==> src/rtl/gen_fifo_defines_pkg.sv <==
// Shared sizing defaults and helpers for the generator sample FIFO.
// DATA_WIDTH macro defaults to 16 when not supplied by the build.
`ifndef DATA_WIDTH
`define DATA_WIDTH 16
`endif

package gen_fifo_defines_pkg;

   localparam int unsigned FIFO_DATA_WIDTH = `DATA_WIDTH;
   localparam int unsigned FIFO_DEPTH      = 16;
   localparam int unsigned FIFO_AF_LEVEL   = FIFO_DEPTH - 2;

   // Pointer width: address bits plus one wrap bit (also the occupancy width).
   function automatic int unsigned ptr_w(input int unsigned depth);
      return $clog2(depth) + 1;
   endfunction

endpackage

==> src/rtl/gen_fifo_mem.sv <==
// Simple dual-port register array: one synchronous write port and one registered
// read port. Storage is never reset; the read register has a synchronous clear.
module gen_fifo_mem
   import gen_fifo_defines_pkg::*;
#(
   parameter int unsigned DATA_WIDTH = FIFO_DATA_WIDTH,
   parameter int unsigned DEPTH      = FIFO_DEPTH,
   parameter int unsigned ADDR_W     = $clog2(DEPTH)
) (
   input  logic                  clk,
   input  logic                  wr_en_i,
   input  logic [ADDR_W-1:0]     wr_addr_i,
   input  logic [DATA_WIDTH-1:0] wr_data_i,
   input  logic                  rd_en_i,
   input  logic [ADDR_W-1:0]     rd_addr_i,
   input  logic                  rd_clr_i,
   output logic [DATA_WIDTH-1:0] rd_data_o
);

   logic [DATA_WIDTH-1:0] mem_q [DEPTH];
   logic [DATA_WIDTH-1:0] rd_data_q;
   logic [DATA_WIDTH-1:0] rd_data_d;

   always_ff @(posedge clk) begin
      if (wr_en_i) begin
         mem_q[wr_addr_i] <= wr_data_i;
      end
   end

   // Read register holds its value when no read is requested.
   always_comb begin
      rd_data_d = rd_data_q;
      if (rd_clr_i) begin
         rd_data_d = '0;
      end else if (rd_en_i) begin
         rd_data_d = mem_q[rd_addr_i];
      end
   end

   always_ff @(posedge clk) begin
      rd_data_q <= rd_data_d;
   end

   assign rd_data_o = rd_data_q;

endmodule

==> src/rtl/gen_sync_fifo.sv <==
// Synchronous sample FIFO behind funct_generator with full/empty/almost-full status.
// Optional sticky overflow/underflow outputs are enabled by GEN_FIFO_ERR_FLAGS_EN.
module gen_sync_fifo
   import gen_fifo_defines_pkg::*;
#(
   parameter int unsigned DATA_WIDTH = FIFO_DATA_WIDTH,
   parameter int unsigned DEPTH      = FIFO_DEPTH,
   parameter int unsigned AF_LEVEL   = DEPTH - 2
) (
   input  logic                      clk,
   input  logic                      rst,
   input  logic                      wr_en_i,
   input  logic [DATA_WIDTH-1:0]     wr_data_i,
   input  logic                      rd_en_i,
   output logic [DATA_WIDTH-1:0]     rd_data_o,
   output logic                      rd_valid_o,
   output logic                      full_o,
   output logic                      empty_o,
   output logic                      almost_full_o,
   output logic [ptr_w(DEPTH)-1:0]   count_o
`ifdef GEN_FIFO_ERR_FLAGS_EN
   ,
   output logic                      overflow_o,
   output logic                      underflow_o
`endif
);

   localparam int unsigned ADDR_W = $clog2(DEPTH);
   localparam int unsigned PTR_W  = ptr_w(DEPTH);
   localparam int unsigned CNT_W  = PTR_W;

   logic [PTR_W-1:0] wr_ptr_q, wr_ptr_d;
   logic [PTR_W-1:0] rd_ptr_q, rd_ptr_d;
   logic [CNT_W-1:0] count_q, count_d;
   logic             full_q, full_d;
   logic             empty_q, empty_d;
   logic             af_q, af_d;
   logic             rd_valid_q, rd_valid_d;
   logic             wr_acc;
   logic             rd_acc;

   // Accepts use pre-edge flags: a full FIFO drops writes, an empty one ignores reads.
   always_comb begin
      wr_acc     = wr_en_i && !full_q;
      rd_acc     = rd_en_i && !empty_q;
      wr_ptr_d   = wr_ptr_q + PTR_W'(wr_acc);
      rd_ptr_d   = rd_ptr_q + PTR_W'(rd_acc);
      count_d    = count_q;
      if (wr_acc && !rd_acc) begin
         count_d = count_q + CNT_W'(1);
      end else if (rd_acc && !wr_acc) begin
         count_d = count_q - CNT_W'(1);
      end
      full_d     = (wr_ptr_d[ADDR_W-1:0] == rd_ptr_d[ADDR_W-1:0]) &&
                   (wr_ptr_d[ADDR_W] != rd_ptr_d[ADDR_W]);
      empty_d    = (wr_ptr_d == rd_ptr_d);
      af_d       = (count_d >= CNT_W'(AF_LEVEL));
      rd_valid_d = rd_acc;
   end

   always_ff @(posedge clk) begin
      if (rst) begin
         wr_ptr_q   <= '0;
         rd_ptr_q   <= '0;
         count_q    <= '0;
         full_q     <= 1'b0;
         empty_q    <= 1'b1;
         af_q       <= 1'b0;
         rd_valid_q <= 1'b0;
      end else begin
         wr_ptr_q   <= wr_ptr_d;
         rd_ptr_q   <= rd_ptr_d;
         count_q    <= count_d;
         full_q     <= full_d;
         empty_q    <= empty_d;
         af_q       <= af_d;
         rd_valid_q <= rd_valid_d;
      end
   end

   gen_fifo_mem #(
      .DATA_WIDTH (DATA_WIDTH),
      .DEPTH      (DEPTH),
      .ADDR_W     (ADDR_W)
   ) u_mem (
      .clk       (clk),
      .wr_en_i   (wr_acc),
      .wr_addr_i (wr_ptr_q[ADDR_W-1:0]),
      .wr_data_i (wr_data_i),
      .rd_en_i   (rd_acc),
      .rd_addr_i (rd_ptr_q[ADDR_W-1:0]),
      .rd_clr_i  (rst),
      .rd_data_o (rd_data_o)
   );

   assign rd_valid_o    = rd_valid_q;
   assign full_o        = full_q;
   assign empty_o       = empty_q;
   assign almost_full_o = af_q;
   assign count_o       = count_q;

`ifdef GEN_FIFO_ERR_FLAGS_EN
   logic overflow_q, overflow_d;
   logic underflow_q, underflow_d;

   // Sticky until reset; set on any request the current flags refuse.
   always_comb begin
      overflow_d  = overflow_q  || (wr_en_i && full_q);
      underflow_d = underflow_q || (rd_en_i && empty_q);
   end

   always_ff @(posedge clk) begin
      if (rst) begin
         overflow_q  <= 1'b0;
         underflow_q <= 1'b0;
      end else begin
         overflow_q  <= overflow_d;
         underflow_q <= underflow_d;
      end
   end

   assign overflow_o  = overflow_q;
   assign underflow_o = underflow_q;
`endif

endmodule

==> config.mk <==
export PLATFORM = sky130hd
export DESIGN_NAME = gen_sync_fifo
export DESIGN_NICKNAME = d
export VERILOG_FILES = /design/src/rtl/gen_fifo_defines_pkg.sv /design/src/rtl/gen_fifo_mem.sv /design/src/rtl/gen_sync_fifo.sv
export SDC_FILE = /design/constraint.sdc
export NUM_CORES = 1
export LEC_CHECK = 0
export BUFFER_PORTS_ARGS = -buffer_cell sky130_fd_sc_hd__buf_4
export CORE_MARGIN = 5
export CORE_UTILIZATION = 49
export DETAILED_ROUTE_END_ITERATION = 16
export PLACE_DENSITY = 0.78
export SLEW_MARGIN = 20
export SYNTH_ARGS = -nofsm -noshare
export SYNTH_HDL_FRONTEND = slang
export SYNTH_SLANG_ARGS = --single-unit
==> constraint.sdc <==
create_clock -name clk -period 4.2 [get_ports clk]
set_clock_uncertainty 0.2 [all_clocks]
set_input_delay 0.42 -clock clk [delete_from_list [all_inputs] [get_ports clk]]
set_output_delay 0.42 -clock clk [all_outputs]
set_load 0.005 [all_outputs]
==> results.py <==
metrics = {
    "sta": {
        "timing_max_transition_violations_final": 0,
        "max_slew_margin": 0.285,
        "final.period_utilization": 0.650,
        "finalCriticalPeriod_ns": 2.73,
        "final-hold-violation-count": 0,
        "timing_worst_slew_pin_value_ns": 1.07,
        "maxClockFrequency_ghz": 0.366,
        "grt_setup_unrepaired": "false",
        "final-setup-viol-count": 0,
        "fin_tns_setup_ns": 0,
    },
    "synth": {
        "syn_area_um2": 11100,
        "synth_async_sr_flop_share": 0,
        "seq_area_frac_synth": 0.756,
        "yosys_register_bits": 291,
        "ys_dominant_reg_cell": "edfxtp_1",
        "avgSynthCellArea_um2": 20.4,
        "synth-warning-count": 0,
        "synthDistinctLibCells": 31,
        "yosys.area.top_type": "edfxtp_1",
        "synth_commonest_cells": "256 x edfxtp_1, 47 x mux4_2, 35 x dfxtp_1",
        "synth.most_common_cell": "edfxtp_1",
        "synth_top_area_frac": 0.693,
        "synthesis.nets": 569,
        "synthCells": 543,
        "post_synth_edffs": 256,
        "yosys-top-cells-area": "edfxtp_1 69%, mux4_2 9.5%, dfxtp_1 6.3%",
    },
    "global_routing": {
        "global_route_wire_length_before_repair_um": 36400,
        "antenna_found_initial": 0,
        "via_count_of_the_first_global_routing_pass": 5981,
        "grt_util_all_layers": 0.185,
        "grt_overflow_total": 0,
        "maximum_number_of_pins_on_one_net_before_global_route_repair": 40,
    },
    "run": {
        "max_cap_violations": 0,
    },
    "worst_setup_path": {
        "critical_path_arrival_ns": 2.96,
        "worstSetupStartpointType": "flip-flop",
        "crit_required_ns": 4.43,
        "reg2regPathDepth": 5,
        "worstPathMaxFanout": 39,
        "timing.critical_path.to_type": "flip-flop",
        "crit_type": "flip-flop to flip-flop",
    },
    "floorplan": {
        "ioPinCount": 45,
        "start_util": 0.494,
        "core-area_um2": 22400,
        "placement_rows": 55,
        "fp.dieArea_um2": 25700,
        "die_width_um": 160,
        "chipHeight_um": 160,
    },
    "detailed_routing": {
        "vias_per_cell": 6.07,
        "route.antenna.remaining_nets": 0,
        "wl_um": 24000,
        "drt_iter0_markers": 502,
        "drc": 0,
        "drt_pass1_iterations": 6,
        "wl_per_cell_um": 25.7,
        "total_number_of_vias": 5684,
    },
    "place": {
        "buffer_ports.inserted": 44,
        "gp_congestion": 0.780,
        "placed_cells_incl_taps": 870,
        "hpwl_um": 13300,
    },
    "clock_tree": {
        "ctsRootBufferMaster": "clkbuf_16",
        "tritoncts.num_buffers": 27,
        "tritoncts": "done",
        "numClockSinks": 291,
        "max-clock-path-buffers": 3,
        "clk_transition_reported_paths_ns": 0.06,
        "postCtsResizedCells": 0,
        "clk_latency_ns": 0.53,
        "ctsHtreeMaxLevel": 1,
    },
    "final_layout": {
        "synthToLayoutAreaGrowth_pct": 16.8,
        "drive_above_1_share": 0.264,
        "num_antenna_cells": 0,
        "stdcell_count": 937,
        "fin_util": 0.577,
        "layout.nets": 657,
    },
    "hold_path": {
        "worstHoldPathType": "flip-flop to flip-flop",
        "min_delay_path_depth": 1,
    },
    "pwr": {
        "maximum_vdd_drop_uv": 331,
        "cellLeakagePower_nw": 4.32,
        "power-per-cell-area_nw_per_um2": 495,
    },
    "run_status": {
        "run_status": "finished, final reports clean",
    },
}
cell families after synthesis:
| group | after synthesis | synth area share |
|---|---|---|
| compound gates | 55 | 0.0397 |
| xor+xnor | 15 | 0.0118 |
| fa+ha+maj | 6 | 0.00677 |
| buf+inv | 32 | 0.0176 |
| flops | 291 | 0.756 |
| mux | 64 | 0.136 |
| simple gates | 80 | 0.0319 |
where the power goes:
group / internal (mW) / switching [mW]
logic: 0.283 / 0.229
clock network: 1.55 / 1.04
registers: 3.21 / 0.0859
critical path: stages, from the launching register on:
cell and delay (ns):
dfxtp_4 0.86, buf_4 0.41, mux4_1 0.63, a22oi_1 0.23
nand2_1 0.09, a22o_1 0.18
through the flow:
step	total power [mW]	instance area [µm²]	hold slack, ns	setup WS (ns)
6_report	6.41	12900	0.288	1.47
5_1_grt	6.62	12900	0.315	1.31
4_1_cts	6.44	12900	0.295	1.48
3_5_place_dp	3.85	11800	0.278	1.50
3_3_place_gp	3.83	11800	0.266	1.56
2_1_floorplan	3.69	11100	0.266	1.57
layout make-up:
type	instances	area, µm²
clock buffers	33	728
clock inverters	17	234
fillers	1569	9490
inverters	5	18.8
multi-input cells	220	2530
flip-flops and latches	291	8390
well taps	285	357
repair buffers	86	688
flip-flops by register name, summed over array words and instances, names as in the netlist:
signal,count
wr_ptr_q,5
full_o,1
rd_ptr_q,5
u_mem.rd_data_o,16
almost_full_o,1
count_o,5
rd_valid_o,1
u_mem.mem_q,256
empty_o,1
repair_timing:
item	CTS	global route
endpoints found under the hold margin	270	0
hold buffers	17	0
setup endpoints to repair	0	0
buffers inserted	0	0
path summary, 6_finish.rpt:
check	to	slack, ns	startpoint
min	u_mem.rd_data_o[8]$_SDFFE_PP0N_	0.29	u_mem.rd_data_o[8]$_SDFFE_PP0N_
max	u_mem.rd_data_o[2]$_SDFFE_PP0N_	1.47	rd_ptr_q[0]$_SDFF_PP0_
max reg2reg	u_mem.rd_data_o[2]$_SDFFE_PP0N_	1.47	rd_ptr_q[0]$_SDFF_PP0_
min reg2reg	u_mem.rd_data_o[8]$_SDFFE_PP0N_	0.29	u_mem.rd_data_o[8]$_SDFFE_PP0N_
routing by layer:
metal | GRT usage | part of all wire | wire length [µm] | vias to the layer above
met2 | 0.339 | 0.54 | 13000 | 241
li1 | - | - | - | 2412
met3 | 0.0313 | 0.068 | 1620 | 51
met1 | 0.222 | 0.36 | 8760 | 2980
met4 | 0.0606 | 0.027 | 641 | 0
met5 | 0 | 0 | 0 | -
cell usage in the layout (no fill, tap or decap), drive strengths merged, types with 5 or more instances in the layout:
cell	Yosys	routed
a22o	16	16
a22oi	33	33
buf	13	69
bufinv	0	5
clkbuf	14	33
clkinv	0	8
dfxtp	35	35
dlygate4sd3	0	17
edfxtp	256	256
ha	6	6
inv	5	7
mux4	64	64
nand2	23	23
nand3	5	5
nor2	30	30
nor2b	7	7
nor3	7	7
xnor2	5	5
xor2	10	10
(Power assumes the default switching activity.)
